[config.mk]
export PLATFORM = sky130hd
export DESIGN_NAME = truth_table_sweeper
export DESIGN_NICKNAME = d
export VERILOG_FILES = /design/src/rtl/truth_table_sweeper.sv
export SDC_FILE = /design/constraint.sdc
export NUM_CORES = 1
export LEC_CHECK = 0
export ABC_CLOCK_PERIOD_IN_PS = 3350
export CELL_PAD_IN_SITES_DETAIL_PLACEMENT = 1
export CELL_PAD_IN_SITES_GLOBAL_PLACEMENT = 1
export CORE_ASPECT_RATIO = 1.75
export CORE_UTILIZATION = 41
export DETAILED_ROUTE_END_ITERATION = 16
export GPL_TIMING_DRIVEN = 1
export PLACE_DENSITY_LB_ADDON = 0.08
export SYNTH_ARGS = -nofsm -noshare
export SYNTH_HDL_FRONTEND = slang
export SYNTH_SLANG_ARGS = --single-unit
[constraint.sdc]
create_clock -name clk -period 3.35 [get_ports clk]
set_input_delay 0.5025 -clock clk [delete_from_list [all_inputs] [get_ports clk]]
set_output_delay 0.5025 -clock clk [all_outputs]
set_load 0.02 [all_outputs]
[src/rtl/truth_table_sweeper.sv]
// Exhaustive stimulus driver for small combinational blocks: steps x through every
// input code, holds each for HOLD cycles, and captures f_in into a truth table.
module truth_table_sweeper #(
  parameter int N_IN = 3,
  parameter int HOLD = 10
) (
  input  logic                 clk,
  input  logic                 rst,
  input  logic                 start,
  output logic [N_IN-1:0]      x,
  input  logic                 f_in,
  output logic                 busy,
  output logic                 done,
  output logic [2**N_IN-1:0]   table_out,
  output logic [N_IN:0]        ones_count,
  output logic                 sample_stb
);

  localparam int              CW       = (HOLD > 1) ? $clog2(HOLD) : 1;
  localparam logic [CW-1:0]   CNT_LAST = CW'(HOLD - 1);
  localparam logic [N_IN-1:0] X_LAST   = '1;

  typedef enum logic [1:0] {IDLE, RUN, DONE} state_t;

  state_t        state;
  logic [CW-1:0] hold_cnt;

  always_ff @(posedge clk) begin
    if (rst) begin
      state      <= IDLE;
      hold_cnt   <= '0;
      x          <= '0;
      busy       <= 1'b0;
      done       <= 1'b0;
      table_out  <= '0;
      ones_count <= '0;
      sample_stb <= 1'b0;
    end else begin
      sample_stb <= 1'b0;
      case (state)
        IDLE, DONE: begin
          if (start) begin
            state      <= RUN;
            x          <= '0;
            busy       <= 1'b1;
            done       <= 1'b0;
            hold_cnt   <= '0;
            table_out  <= '0;
            ones_count <= '0;
          end
        end
        RUN: begin
          // Sample on the last cycle of the hold window, when f_in has settled.
          if (hold_cnt == CNT_LAST) begin
            table_out[x] <= f_in;
            ones_count   <= ones_count + {{N_IN{1'b0}}, f_in};
            sample_stb   <= 1'b1;
            hold_cnt     <= '0;
            if (x == X_LAST) begin
              x     <= '0;
              busy  <= 1'b0;
              done  <= 1'b1;
              state <= DONE;
            end else begin
              x <= x + N_IN'(1);
            end
          end else begin
            hold_cnt <= hold_cnt + CW'(1);
          end
        end
        default: state <= IDLE;
      endcase
    end
  end

endmodule

==> impl_metrics.py <==
metrics = {
    "worst_setup_path": {
        "critPathKind": "register to output pin",
        "start_kind": "register",
        "r2r-start": "hold_cnt[0]",
        "worstPathArrival_ns": 1.54,
        "path_max_fanout": 13,
        "crit_chain": "clkdlybuf4s50_1",
        "end_kind": "output pin",
        "crit_family": "buffers and inverters",
        "r2r_cells": 5,
        "max_stage_delay_ns": 0.69,
        "crit_buf_inv": 1,
        "critPathRequiredTime_ns": 2.85,
        "cpMaxStageDelayCell": "clkdlybuf4s50_1",
        "reg2reg_slack_ns": 1.63,
        "r2r_end": "table_out[2]",
    },
    "sta": {
        "rsz0062_at_grt": "false",
        "fin_crit_ns": 2.04,
        "setup_ws_ns": 1.31,
        "skew_ns": 0.00349,
        "slew_violations": 0,
        "worst_pin_slew_ns": 0.481,
        "finalHoldViolations": 0,
        "relSlewSlack_pct": 67.8,
        "setup-tns-final_ns": 0,
        "max_freq_mhz": 491,
        "report.final.setup_viol": 0,
        "fin_crit_sh_pct": 60.8,
    },
    "detailed_routing": {
        "routed_wl_um": 2690,
        "first_pass_iters": 4,
        "avgRoutedWirePerCell_um": 14.8,
        "drt-initial-drc-count": 6,
        "drc": 0,
        "ant_nets": 0,
        "vias": 1030,
        "viasPerCell": 5.66,
    },
    "logic_synthesis": {
        "synth_edf_count": 0,
        "syn_area_um2": 1200,
        "synth_ff_type": "dfxtp_1",
        "netlist_instances": 138,
        "mappedNetlistNets": 148,
        "synth_area_per_cell_um2": 8.71,
        "ys_ff_latch": 24,
        "yosys_warnings": 0,
        "seq_area_frac_synth_pct": 40.0,
        "ys_async_sr_fraction_pct": 0,
        "synthDistinctLibCells": 35,
    },
    "global_routing": {
        "track_usage_pct": 19.0,
        "grt-ovfl-total": 0,
        "grt_pass1_vias": 1032,
        "antenna_found_initial": 0,
        "grt_pass1_wl_um": 4560,
        "grt_max_degree": 16,
    },
    "placement": {
        "io_buffers": 21,
        "dp_hpwl_um": 1960,
        "place_ws_ns": 1.35,
        "place_inst": 179,
        "gp_congestion": 0.709,
    },
    "cts": {
        "path_clk_slew_ns": 0.08,
        "cts_max_level": 1,
        "cts_resized": 0,
        "worstSkewPairLatency_ns": 0.27,
        "cts_sinks": 24,
        "tritoncts": "yes",
        "ctsRootBufferMaster": "clkbuf_8",
        "cts_made_buffers": 3,
        "post_cts_buffers": 0,
        "hold_buffers": 0,
        "clockBufferDepth": 2,
    },
    "min_path": {
        "min_delay_path_depth": 2,
        "hold_end": "done",
        "worstHoldPathType": "register to register",
        "hold_path_startpoint": "done",
    },
    "job": {
        "drv_cap": 0,
    },
    "pwr": {
        "p_leak_uw": 0.000520,
        "pwr-share-seq_pct": 57.5,
        "p_clk_share_pct": 33.5,
        "power.total_uw": 507,
        "internal_power_uw": 385,
        "ir_worst_vdd_v": 0.000259,
        "p_comb_share_pct": 9.0,
        "cellPowerDensity_nw_per_um2": 353,
        "p_sw_uw": 122,
        "switching_share_pct": 24.0,
    },
    "die": {
        "start_util_pct": 43.7,
        "fp.dieH_um": 73.6,
        "die-width_um": 42.9,
        "core-area_um2": 2750,
        "design.die.area_um2": 3160,
        "io_pins": 22,
        "rows": 25,
    },
    "finish": {
        "final_nets": 167,
        "final_cell_mix": "dfxtp_1 (24), clkdlybuf4s50_1 (21), nand3_1 (14), a21oi_1 (14), nor2_1 (13)",
        "area_delta_synth_final_pct": 19.6,
        "fin_cells": 182,
        "diodes": 0,
        "drive_gt1_share_pct": 9.68,
        "final_common_cell": "dfxtp_1",
    },
    "status": {
        "outcome": "complete, no violations",
    },
}
## sequential cells by signal (all words and copies together) (netlist names)
register / cells
table_out: 8
x: 3
done: 1
ones_count: 4
hold_cnt: 4
sample_stb: 1
state: 2
busy: 1
## Yosys cell counts, drive strengths merged, types with 2 or more instances
cell    count  area share (%)
nor3        5             2.5
o211ai      4             2.5
nor2       13             4.1
clkbuf      2            0.83
nand3      15             6.7
ha          6             6.2
nand2b      4             2.1
nor2b       7             4.3
nand3b      4             2.5
dfxtp      24              40
a21oi      17             8.6
or3b        2             1.5
nand2      12             3.7
o22ai       2             1.0
o21ai       4             1.7
xor2        2             1.5
buf         6             4.0
## how the worst max path moves through the flow
| stage | from | to | slack [ns] | depth (start not counted) |
|---|---|---|---|---|
| after floorplan | x[1] | table_out[2] | 1.95 | 5 |
| after global placement | rst | table_out[2] | 1.38 | 4 |
| after detailed placement | rst | table_out[2] | 1.35 | 4 |
| after CTS | x[0] | x[0] | 1.31 | 1 |
| after global routing | x[0] | x[0] | 1.23 | 1 |
| final | x[0] | x[0] | 1.31 | 1 |
## power by group through the flow
| stage | Sequential, µW | Combinational (µW) | Clock [µW] |
|---|---|---|---|
| after floorplan | 299 | 33.0 | 0 |
| after global placement | 298 | 45.0 | 0 |
| after detailed placement | 299 | 46.5 | 0 |
| after CTS | 292 | 46.8 | 175 |
| after global routing | 292 | 50.7 | 182 |
| final | 292 | 45.6 | 170 |
## cells by family after synthesis
family,synth area share [%]
adders and majority gates,6.24
xor gates and xnor gates,1.46
AOI/OAI and AO/OA,15.5
DFF,40.0
and+or+nand+nor,31.7
buffers and inverters,5.10
## final cells by class
| cell class | instances | area (µm²) |
|---|---|---|
| multi-input cells | 105 | 661 |
| inverters | 1 | 3.75 |
| repair buffers | 22 | 218 |
| flip-flops and latches | 24 | 480 |
| fillers | 341 | 1320 |
| well taps | 27 | 33.8 |
| clock buffers | 3 | 41.3 |
## routing by layer
metal,global-route usage [%],vias to the layer above,share of wire (%)
met5,0,-,0
met4,8.08,0,1.9
met3,2.21,5,1.8
met2,35.4,14,54
met1,21.2,496,42
li1,-,515,-
## stage by stage
step / hold slack (ns) / utilization [%] / cell area [µm²]
final: 0.469 / 52.2 / 1440
after global routing: 0.504 / 52.2 / 1440
after CTS: 0.476 / 52.2 / 1440
after global placement: 0.456 / 50.7 / 1400
after floorplan: 0.466 / - / 1200
after detailed placement: 0.464 / 50.7 / 1400
(Power assumes the default switching activity.)
==> RTL edit 1, RTL diff (same settings) <==
Reset style: asynchronous (`rst`), changed in one clocked block.
--- a/src/rtl/truth_table_sweeper.sv
+++ b/src/rtl/truth_table_sweeper.sv
@@ -25,7 +25,7 @@
   state_t        state;
   logic [CW-1:0] hold_cnt;
 
-  always_ff @(posedge clk) begin
+  always_ff @(posedge clk or posedge rst) begin
     if (rst) begin
       state      <= IDLE;
       hold_cnt   <= '0;
Behaviour: differs if rst is asserted again (counterexample within 4 cycles, from zero or initial values and one cycle with rst high); with rst held inactive, the same outputs for 10 cycles.
==> RTL edit 1 against the unedited design <==
The run now ends with design-rule violations left; area after synthesis up 3.1%; synthesized cell count is 15% lower; sequential cell count stayed put; routed wire length grew 9.8%; cell area increased by 5.7%; setup slack better by 0.047 ns; global-route usage up 2.2 points; critical path type unchanged; highest routed layer unchanged.
Power is not compared: it rests on default switching activity, and its combinational part moved more than twofold at a synthesized area within 25%.
==> RTL edit 1: results (changes against the unedited design) <==
[setup_path]
crit_fanout=10  ; -3
crit_start=x[1]$_DFFE_PP0P_

[layout]
inverters=5  ; +4
nNonClkBuffers=21  ; -4.5%
multi_input_comb_cells=82  ; -22%
layout-drive-gt1-share=0.06618  ; -0.03060
fill_cells=323  ; -5.3%
sh_seq_area=0.3951  ; +0.06086
buffer_area_frac=0.1383  ; -0.01316
multi_input_area_share=0.3844  ; -0.07517
synthToLayoutAreaGrowth_pct=22.60
clock_area_frac=0.04691  ; +0.01819
fin_nets=147  ; -12%
nFlopsAndLatches=24  ; unchanged
multiInputGateArea_um2=584.3  ; -12%

[grt]
grt_pass1_vias=1001  ; -3.0%
grt_pass1_wl_um=5112  ; +12%
use_met3=0.02878  ; +0.006664
grt_use_met1=0.2741  ; +0.06200
grt.met2_usage=0.3516  ; -0.001960
grt_usage=0.2118  ; +0.02151

[logic_synthesis]
netlist_top_cells_area=dfrtp_1 48%, mux2i_1 7.3%, ha_1 6.1%
synth_fp_nets=127  ; -14%
synth_common_cells=24 x dfrtp_1, 13 x nand2_1, 9 x mux2i_1
async_flop_share=1.000  ; +1.000
ys_seq_area_frac=0.4844  ; +0.08478
synth.distinct_cells=38  ; +8.6%

[routing]
dr_wl_met3_um=67  ; +37%
top_layer=met4
post-route-drc-count=2  ; +2
met1_length_um=1288  ; +14%
route.vias.total=985  ; -4.4%
routed_wl_um=2956  ; +9.8%
drtPass1Iterations=10  ; +6
via_per_inst=6.006  ; +6.1%

[status]
status=finished, violations left
violations=design-rule violations

[power_and_ir_drop]
power.switching_uw=410.6
switching_share=0.3611

[timing]
worst_slew_pin_slew_ns=0.9601  ; +0.4792 ns
finalClockSkew_ns=0.007091  ; +0.003601 ns

[placement]
dp_slack_ns=1.339  ; -0.007340 ns
dpl-instance-area_um2=1449  ; +3.8%
routabilityCongestion=0.7609  ; +7.3%
place_hpwl_um=2084  ; +6.3%
place_inst=160  ; -11%

[min_path]
hp-start=ones_count[2]$_DFFE_PP0P_

[clocking]
ctsResizeCount=0  ; unchanged

-- RTL edit 1: cell types whose count changed in the layout (fill, tap and decap cells not counted), sizes merged, moves of 7 or more --
cell	delta
a21oi	-13
dfrtp	+24
dfxtp	-24
mux2i	+9
nand3	-7
nor2	-11
-- RTL edit 1: cells by family (layout without fill, tap and decap cells) --
family	after synthesis	after routing	share of synthesized area
buf+inv	11	30	0.04441
mux	9	9	0.07266
compound gates	20	20	0.1070
simple gates	46	46	0.2240
flops	24	24	0.4844
xor+xnor	1	1	0.007065
fa+ha+maj	6	6	0.06054
-- RTL edit 1: final timing paths --
kind,slack [ns],cells past startpoint,end
hold reg to reg,0.52,1,ones_count[2]$_DFFE_PP0P_
setup reg to reg,1.67,4,x[0]$_DFFE_PP0P_
max in group asynchronous,2.02,2,table_out[1]$_DFFE_PP0P_
min in group asynchronous,0.75,2,table_out[0]$_DFFE_PP0P_
setup / recovery,1.36,1,x[1]
hold / removal,0.52,1,ones_count[2]$_DFFE_PP0P_
==> RTL edit 2, RTL diff (same settings) <==
Made on the original files. `HOLD`: 10 -> 9.
--- a/src/rtl/truth_table_sweeper.sv
+++ b/src/rtl/truth_table_sweeper.sv
@@ -2,7 +2,7 @@
 // input code, holds each for HOLD cycles, and captures f_in into a truth table.
 module truth_table_sweeper #(
   parameter int N_IN = 3,
-  parameter int HOLD = 10
+  parameter int HOLD = 9
 ) (
   input  logic                 clk,
   input  logic                 rst,
Formal check against the unedited RTL: no difference found for any inputs over 10 cycles, from zero or initial values and one cycle with rst high; that may be too few to reach the edited logic, so the function may still have changed.
==> RTL edit 2 against the unedited design <==
Sequential share of layout area is 0.17 points lower; non-clock buffer count stayed put; sequential cell count unchanged; cell area up 0.52%; worst hold slack improved by 0.0086 ns; area after synthesis decreased by 0.31%; via count is 0.68% higher; setup slack got worse by 0.019 ns; final cell count increased by 1.1%; sequential power about the same; routed wire length up 11%; power down 1.1%; largest power group unchanged.
==> RTL edit 2: results (changes against the unedited design) <==
[status]
status=completed

[logic_synthesis]
synth-xor-area-share=0.01461  ; +0.00004562
netlist_top_cells_area=dfxtp_1 40%, ha_1 6.3%, mux2i_1 5.8%
synthAdderAreaFrac=0.06263  ; +0.0001955
postSynthAreaPerCell_um2=8.501  ; -2.4%
synth_common_cells=24 x dfxtp_1, 15 x nand2_1, 13 x nor2_1
ys_seq_area_frac=0.4008  ; +0.001251
synth_fp_nets=151  ; +2.0%
synth.distinct_cells=30  ; -14%

[routing]
wire_per_inst_um=16.30  ; +10%
drtPass1Iterations=2  ; -2
drtIter0Drc=27  ; +21

[power_and_ir_drop]
leakagePower_nw=0.5365  ; +3.2%
irDropWorstVdd_v=0.0002422  ; -6.7%
power.switching_uw=119.2  ; -2.0%

[placement]
dp_slack_ns=1.137  ; -0.2090 ns
place_inst=181  ; +1.1%
routabilityCongestion=0.7345  ; +3.6%
dpl-instance-area_um2=1404  ; +0.54%
place_hpwl_um=2164  ; +10%

[grt]
grt_usage=0.2089  ; +0.01863
grt_pass1_wl_um=4995  ; +9.5%
grt_pass1_vias=1067  ; +3.4%

[min_path]
hp-start=state[1]$_SDFFE_PP0P_
hold_end=state[1]$_SDFFE_PP0P_

[timing]
finalClockSkew_ns=0.002034  ; -0.001456 ns
holdWs_ns=0.4779  ; +0.008620 ns
worst_slew_pin_slew_ns=0.8188  ; +0.3379 ns

[setup_path]
reg2regPathDepth=4  ; -1
timing.rr.end=x[2]$_SDFFE_PP0P_
r2r_start=state[0]$_SDFFE_PP0P_

[layout]
fin_nets=169  ; +1.2%
fill_cells=337  ; -1.2%

RTL edit 2: changes by cell type after synthesis, sizes merged, moves of 2 or more:
cell / unedited run / this run
o21ai: 4 / 1
nand2: 12 / 16
a21oi: 17 / 13
o211ai: 4 / 0
nor3b: 0 / 3
or3b: 2 / 0
nand3: 15 / 10
mux2i: 0 / 7
clkbuf: 2 / 4
o22ai: 2 / 7
RTL edit 2: how the worst max path moves through the flow:
stage,to,slack (ns),cells after the start
6_report,x[0],1.29,1
5_1_grt,ones_count[0]$_SDFFE_PP0P_,1.15,4
4_1_cts,x[0],1.29,1
3_5_place_dp,table_out[1]$_SDFFE_PP0P_,1.14,5
3_3_place_gp,table_out[7]$_SDFFE_PP0P_,1.19,4
2_1_floorplan,table_out[2]$_SDFFE_PP0P_,1.98,4
RTL edit 2: logic make-up after synthesis:
family,count (synthesis)
DFF,24
xor gates and xnor gates,2
adders and majority gates,6
and+or+nand+nor,66
muxes,7
buffers and inverters,11
AOI/OAI and AO/OA,25
RTL edit 2: per-layer routing:
layer,global-route usage,vias to the layer above,wire length (µm)
met4,0.07292,0,44
met1,0.2390,499,1218
met2,0.3889,11,1687
met3,0.02211,5,49
li1,-,522,-
met5,0,-,0
RTL edit 2: power groups by stage:
stage / clock (mW) / combinational (mW) / sequential [mW]
2_1_floorplan: 0 / 0.0243 / 0.299
3_3_place_gp: 0 / 0.0398 / 0.298
6_report: 0.168 / 0.0412 / 0.292
3_5_place_dp: 0 / 0.0422 / 0.298
4_1_cts: 0.176 / 0.0425 / 0.292
5_1_grt: 0.185 / 0.0453 / 0.293
RTL edit 2: final cells by class:
class | instances | area share
clock buffers | 3 | 0.02857
inverters | 2 | 0.005195
multi-input cells | 106 | 0.4597
flip-flops and latches | 24 | 0.3325
well taps | 27 | 0.02338
repair buffers | 22 | 0.1506
